[src/rtl/simd_alu.sv]
// simd_alu: per-lane integer ALU for the SIMD execute stage.
// Provides a combinational result with neg/zero flags for same-cycle forwarding.
// It also provides a registered copy of the result and flags for writeback.
// Optional feature macro: ALU_CARRY_FLAG_EN adds a registered carry/borrow/overflow
// flag on output carryFlag.
module simd_alu #(
    parameter int dataSize = 8
) (
    input  logic                clk,
    input  logic                rst,
    input  logic                en,
    input  logic [2:0]          operation_select,
    input  logic [dataSize-1:0] operand1,
    input  logic [dataSize-1:0] operand2,
    output logic [dataSize-1:0] result,
    output logic                negFlag,
    output logic                zeroFlag,
    output logic [dataSize-1:0] result_q,
    output logic                negFlag_q,
    output logic                zeroFlag_q
`ifdef ALU_CARRY_FLAG_EN
    ,
    output logic                carryFlag
`endif
);

    localparam logic [2:0] OP_PASS = 3'b000;
    localparam logic [2:0] OP_XOR  = 3'b001;
    localparam logic [2:0] OP_ADD  = 3'b010;
    localparam logic [2:0] OP_SUB  = 3'b011;
    localparam logic [2:0] OP_MUL  = 3'b100;
    localparam logic [2:0] OP_SHR  = 3'b101;
    localparam logic [2:0] OP_SHL  = 3'b110;
    localparam logic [2:0] OP_INC  = 3'b111;

    // Shift amounts at or beyond the lane width clear the result.
    localparam logic [dataSize:0] W_LIMIT = (dataSize + 1)'(dataSize);

    logic [dataSize-1:0] w_add;
    logic [dataSize-1:0] w_sub;
    logic [dataSize-1:0] w_mul_lo;
    logic [dataSize-1:0] w_inc;
    logic [dataSize-1:0] w_shl;
    logic [dataSize-1:0] w_shr;
    logic [dataSize-1:0] w_result;
    logic                w_shift_big;

    logic [dataSize-1:0] r_result;
    logic                r_neg;
    logic                r_zero;

    assign w_shift_big = ({1'b0, operand2} >= W_LIMIT);

`ifdef ALU_CARRY_FLAG_EN
    // The carry build keeps the full sum and product so the overflow parts are visible.
    logic                w_add_c;
    logic [dataSize-1:0] w_mul_hi;
    assign {w_add_c, w_add}     = {1'b0, operand1} + {1'b0, operand2};
    assign {w_mul_hi, w_mul_lo} = {{dataSize{1'b0}}, operand1} * {{dataSize{1'b0}}, operand2};
`else
    assign w_add    = operand1 + operand2;
    assign w_mul_lo = operand1 * operand2;
`endif

    assign w_sub = operand1 - operand2;
    assign w_inc = operand1 + {{(dataSize-1){1'b0}}, 1'b1};
    assign w_shl = w_shift_big ? {dataSize{1'b0}} : (operand1 << operand2);
    assign w_shr = w_shift_big ? {dataSize{1'b0}} : (operand1 >> operand2);

    // Opcode decode: select the lane result.
    always_comb begin
        w_result = {dataSize{1'b0}};
        case (operation_select)
            OP_PASS: w_result = operand1;
            OP_XOR:  w_result = operand1 ^ operand2;
            OP_ADD:  w_result = w_add;
            OP_SUB:  w_result = w_sub;
            OP_MUL:  w_result = w_mul_lo;
            OP_SHR:  w_result = w_shr;
            OP_SHL:  w_result = w_shl;
            OP_INC:  w_result = w_inc;
            default: w_result = {dataSize{1'b0}};
        endcase
    end

    assign result   = w_result;
    assign negFlag  = w_result[dataSize-1];
    assign zeroFlag = (w_result == {dataSize{1'b0}});

    // Writeback copy: reset clears, enable captures, otherwise hold.
    always_ff @(posedge clk) begin
        if (rst) begin
            r_result <= {dataSize{1'b0}};
            r_neg    <= 1'b0;
            r_zero   <= 1'b0;
        end else if (en) begin
            r_result <= w_result;
            r_neg    <= negFlag;
            r_zero   <= zeroFlag;
        end
    end

    assign result_q   = r_result;
    assign negFlag_q  = r_neg;
    assign zeroFlag_q = r_zero;

`ifdef ALU_CARRY_FLAG_EN
    logic w_carry;
    logic w_shl_lost;
    logic w_shr_lost;
    logic r_carry;

    // A shift loses a 1 exactly when reversing it does not restore the operand.
    assign w_shl_lost = w_shift_big ? (|operand1) : ((w_shl >> operand2) != operand1);
    assign w_shr_lost = w_shift_big ? (|operand1) : ((w_shr << operand2) != operand1);

    // Per-opcode carry/borrow/overflow indication.
    always_comb begin
        w_carry = 1'b0;
        case (operation_select)
            OP_ADD:  w_carry = w_add_c;
            OP_SUB:  w_carry = (operand1 < operand2);
            OP_INC:  w_carry = &operand1;
            OP_MUL:  w_carry = |w_mul_hi;
            OP_SHL:  w_carry = w_shl_lost;
            OP_SHR:  w_carry = w_shr_lost;
            default: w_carry = 1'b0;
        endcase
    end

    // Registered carry, same reset/enable behaviour as the other writeback flags.
    always_ff @(posedge clk) begin
        if (rst) begin
            r_carry <= 1'b0;
        end else if (en) begin
            r_carry <= w_carry;
        end
    end

    assign carryFlag = r_carry;
`endif

endmodule

[config.mk]
export PLATFORM = sky130hd
export DESIGN_NAME = simd_alu
export DESIGN_NICKNAME = d
export VERILOG_FILES = /design/src/rtl/simd_alu.sv
export SDC_FILE = /design/constraint.sdc
export NUM_CORES = 1
export LEC_CHECK = 0
export ABC_AREA = 0
export BUFFER_PORTS_ARGS = -buffer_cell sky130_fd_sc_hd__buf_2
export CORE_MARGIN = 2
export CORE_UTILIZATION = 53
export CTS_CLUSTER_DIAMETER = 150
export DETAILED_ROUTE_END_ITERATION = 16
export PLACE_DENSITY_LB_ADDON = 0.15
export SYNTH_ARGS = -nofsm -noshare
export SYNTH_HDL_FRONTEND = slang
export SYNTH_SLANG_ARGS = --single-unit
export TNS_END_PERCENT = 10
[constraint.sdc]
create_clock -name clk -period 8.23 [get_ports clk]
set_input_delay 2.0575 -clock clk [delete_from_list [all_inputs] [get_ports clk]]
set_output_delay 2.0575 -clock clk [all_outputs]
set_load 0.03 [all_outputs]
After elaboration in Yosys (flattened, before gate mapping)

Cells that the tools add are included.

Bits in registers: 10
Output and inout port bits: 20
Logic and storage cells: 23

Add/subtract/negate cells: 3
Multipliers: 1
Magnitude comparators: 1
Equality and inequality tests: 7
Shifts and indexed selects: 2
Multiplexer cells: 3
Bitwise gates (word level): 1
Reductions and logical operators: 2

Operators by type and width:

| operator                                                          | count |
|---|---|
| one-hot mux 8 bit (8 select lines)                                | 1 |
| 2-to-1 mux 8 bit                                                  | 2 |
| == test 3 bit, second input constant                              | 4 |
| adder 8 x 1 -> 8 bit, second input constant                       | 1 |
| adder 8 bit                                                       | 1 |
| greater-or-equal comparator 8 x 4 -> 1 bit, second input constant | 1 |
| zero test 8 bit                                                   | 1 |
| multiplier 8 x 8 -> 8 bit                                         | 1 |
| left shift 8 x 8 -> 8 bit                                         | 1 |
| >> shifter 8 x 8 -> 8 bit                                         | 1 |
| subtractor 8 bit                                                  | 1 |
| bitwise XOR 8 bit                                                 | 1 |
| == test 3 x 2 -> 1 bit, second input constant                     | 2 |
| == test 3 x 1 -> 1 bit, second input constant                     | 1 |
| zero test 3 bit                                                   | 1 |

Longest topological paths before layout

Word-level depth: 4
Depth in mapped cells: 19
Mapped depth without buffers: 18

Worst setup path after synthesis

OpenSTA, ideal clock, no wires.

Kind: input -> output
Start: in operand2[2]
End: out zeroFlag
Arrival: 6991 ps
Required time: 6173 ps
Setup slack: -818 ps
Stages: 17
Path buffers: 2
Cell sequence: buf_2 > clkbuf_1 > nand2_1 > fa_1 > fa_1 > inv_1 > fa_1 > inv_1 > fa_1 > inv_1 > ha_1 > a21oi_1 > xnor3_1 > xnor3_1 > a32oi_1 > o211ai_1 > nor3_1

Word-level cells in the longest chain between the ends: 4

Ends and longest elaborated chain:

| what                                                              | RTL line | source |
|---|---|---|
| start, declared                                                   | 14       | `input logic [dataSize-1:0] operand2,` |
| branches (longest 2 deep; another with multiplier 8 x 8 -> 8 bit) | n/a      |  |
| one-hot mux 8 bit (8 select lines) *                              | 73       | `case (operation_select)` |
| net negFlag                                                       | 16       | `output logic negFlag,` |
| zero test 8 bit *                                                 | 88       | `assign zeroFlag = (w_result == {dataSize{1'b0}});` |
| end, declared                                                     | 17       | `output logic zeroFlag,` |

Mark *: on every way through the listed nets, which the timed path passes.

Final worst setup path

Start: in operand1[1]
End: out zeroFlag

Word-level cells in the longest chain between the ends: 4

Ends and longest elaborated chain:

| what                                                              | RTL line | source |
|---|---|---|
| start, declared                                                   | 13       | `input logic [dataSize-1:0] operand1,` |
| branches (longest 2 deep; another with multiplier 8 x 8 -> 8 bit) | n/a      |  |
| one-hot mux 8 bit (8 select lines) *                              | 73       |  |
| zero test 8 bit *                                                 | 88       |  |

Every way passes the cells marked *.

==> results.cfg <==
[status]
status = completed

[die]
num_rows = 26
die_y_um = 76.07
dieArea_um2 = 5786
ios = 42
core_area_um2 = 5075
initial_core_util_pct = 54.24
die_w_um = 76.07

[yosys]
synth_compound_area_share_pct = 19.77
synth.distinct_cells = 61
yosysSeqAreaShare_pct = 6.545
syn_area_um2 = 2753
syn_avg_cell_area_um2 = 7.168
yosysTopAreaCellShare_pct = 12.73
synthTopCellsByArea = ha_1 13%, fa_1 9.5%, mux2i_1 6.9%, dfxtp_1 6.5%, nor2_1 5.5%
syn_nets = 447
synth_top_cell_by_area = ha_1
synth_edf_count = 0
synthMuxAreaShare_pct = 8.136
synthAdderAreaFrac_pct = 22.18
yosys_warnings = 0
synth_async_sr_flop_share_pct = 0
syn_inst = 384
synth-simple-area-share_pct = 24.82
synth_xor_area_share_pct = 7.682
synth_top_family_by_area = simple AND/OR/NAND/NOR gates
yosys_most_used_dff = dfxtp_1
ys_seq_elements = 9

[pwr]
pwr-share-seq_pct = 11.8
vdd_drop_max_uv = 127.6
comb_power_share_pct = 75.8
p_int_mw = 0.2207
p_sw_mw = 0.1976
swShare_pct = 47.24
clkPwrFrac_pct = 12.4
power.density_nw_per_um2 = 126.5
p_leak_nw = 1.594

[routing]
dr_total_vias = 3017
route.detailed.drc = 0
firstDrtPassIters = 5
antenna_left = 0
vias_per_cell = 5.974
drt_iter0_drc = 271
totalWireLength_um = 8835
wl_per_cell_um = 17.50

[place]
io_buffers = 41
dp_hpwl_um = 7163
place_area_um2 = 3168
dp_cells = 497
place_congestion = 1.046

[setup_path]
worstSetupPathType = primary input to output port
critical_path_arrival_ns = 6.08
crit_path_max_fanout = 5
required_ns = 6.17
cp-start-kind = primary input
worst_setup_path_end_kind = output port

[timing]
finalSetupViolations = 0
max_slew_margin_pct = 24.93
worstMarginPinSlew_ns = 1.110
max_freq_ghz = 0.1229
final-max-slew-violation-count = 0
finalCritPeriodShare_pct = 98.85
fin_tns_setup_ns = 0
fin_crit_ns = 8.135
hold_violations = 0
fin_skew_ns = 0

[cells_and_area]
finish.net_count = 499
multi_input_comb_area_um2 = 2354
seqCellArea_um2 = 180.2
area_delta_synth_final_pct = 20.09
final_cell_mix = 39 x nor2_1, 38 x buf_4, 37 x buf_2
layout_commonest_cell = nor2_1
n_antenna_cell = 0
fillers = 473
fin_area_um2 = 3306
final_cell_count_no_fill = 505
drive_above_1_share_pct = 24.14

[clock_tree]
clk_latency_ns = 0.23
cts_sinks = 9
cts_hold_buf = 0
cts-root-buf = clkbuf_8
htree_levels = 1
cts_tree = yes
path_clk_slew_ns = 0.05
clock_path_buffers = 2
cts_made_buffers = 3

[global_route]
track_usage_pct = 31.02
grt-ovfl-total = 0
grt_pass1_wl_um = 14700
antenna_found_initial = 0
grt_start_max_net_pins = 19
grt_pass1_vias = 2961

[flow_run]
maxCapViolCount = 0

[min_path]
hp-class = register to register
-- registers in the layout (all words and copies together), names as in the netlist --
register    flops
zeroFlag_q      1
result_q        8
-- metal layers --
layer	GRT usage (%)	vias to the layer above	wire length, um
li1	-	1432	-
met1	43.63	1401	3893
met2	50.27	150	3940
met3	1.777	34	696
met4	11.82	0	304
met5	0	-	0
-- stage by stage --
| stage | util (%) | power, mW | setup slack, ns | hold slack [ns] |
|---|---|---|---|---|
| after floorplan | - | 0.2648 | 0.01248 | 0.6046 |
| after global routing | 65.14 | 0.4506 | -0.006507 | 0.4947 |
| after global placement | 62.43 | 0.3395 | -0.009722 | 0.4694 |
| after detailed placement | 62.43 | 0.3436 | -0.1284 | 0.4734 |
| after CTS | 63.95 | 0.4043 | 0.01968 | 0.4825 |
| final | 65.14 | 0.4183 | 0.09460 | 0.4797 |
-- cell usage after synthesis (3+ instances only) --
cell / number
clkbuf_1: 15
nand2b_1: 8
nand4_1: 3
a211o_1: 3
a211oi_1: 5
inv_1: 37
buf_2: 8
mux2i_1: 19
nor2_1: 40
nor2b_1: 4
nor3_1: 15
a21o_1: 3
and3_1: 3
fa_1: 13
buf_4: 3
a21oi_1: 17
nand3_1: 5
o31ai_1: 4
a221oi_1: 4
nor4_1: 4
o22ai_1: 6
o21ai_0: 15
o21a_1: 3
xnor2_1: 14
dfxtp_1: 9
o211ai_1: 3
ha_1: 28
and2_1: 13
nand2_1: 36
xor2_1: 5
-- worst max-delay path: stages --
cell	delay (ns)
clkbuf_4	0.15
nand2_1	0.09
fa_2	0.56
inv_1	0.04
ha_1	0.28
ha_1	0.28
inv_1	0.05
fa_1	0.52
inv_2	0.05
ha_4	0.24
xnor2_2	0.15
o21ai_1	0.10
nand2_1	0.12
o311ai_2	0.11
o32a_2	0.36
or4b_4	0.57
nor3_4	0.19
buf_6	0.15
-- path summary, 6_finish.rpt --
kind	startpoint	endpoint	slack, ns	depth (start not counted)
worst max register to register	result_q[7]	result_q[7]	7.59	2
worst min-delay path	result_q[3]	result_q[3]	0.48	2
worst min register to register	result_q[3]	result_q[3]	0.48	2
worst max-delay path	operand1[1]	zeroFlag	0.09	18
-- cell type report --
class / count / share of cell area, %
Inverter: 40 / 4.542
Sequential cell: 9 / 5.450
Tap cell: 70 / 2.650
Multi-Input combinational cell: 305 / 71.20
Clock buffer: 4 / 1.363
Timing Repair Buffer: 77 / 14.80
-- timing repair --
item	in CTS	in global routing
setup endpoints to repair	1	3
hold endpoints to repair	0	0
pin swaps	6	12
buffers inserted	3	1
gates resized for setup	6	16
-- cells by family (layout without fill, tap and decap cells) --
| family | after synthesis | count (layout) |
|---|---|---|
| buf+inv | 70 | 121 |
| xor+xnor | 21 | 21 |
| mux | 21 | 21 |
| fa+ha+maj | 41 | 41 |
| simple gates | 141 | 141 |
| flops | 9 | 9 |
| compound gates | 81 | 81 |
-- power groups by stage --
stage	Clock (mW)	Sequential [mW]	Combinational [mW]
detailed placement	0	0.0500	0.294
global route	0.0550	0.0497	0.346
global placement	0	0.0500	0.290
finish	0.0517	0.0493	0.317
floorplan	0	0.0574	0.207
CTS	0.0527	0.0493	0.302
Note: power is estimated with default switching activity, not from simulation.
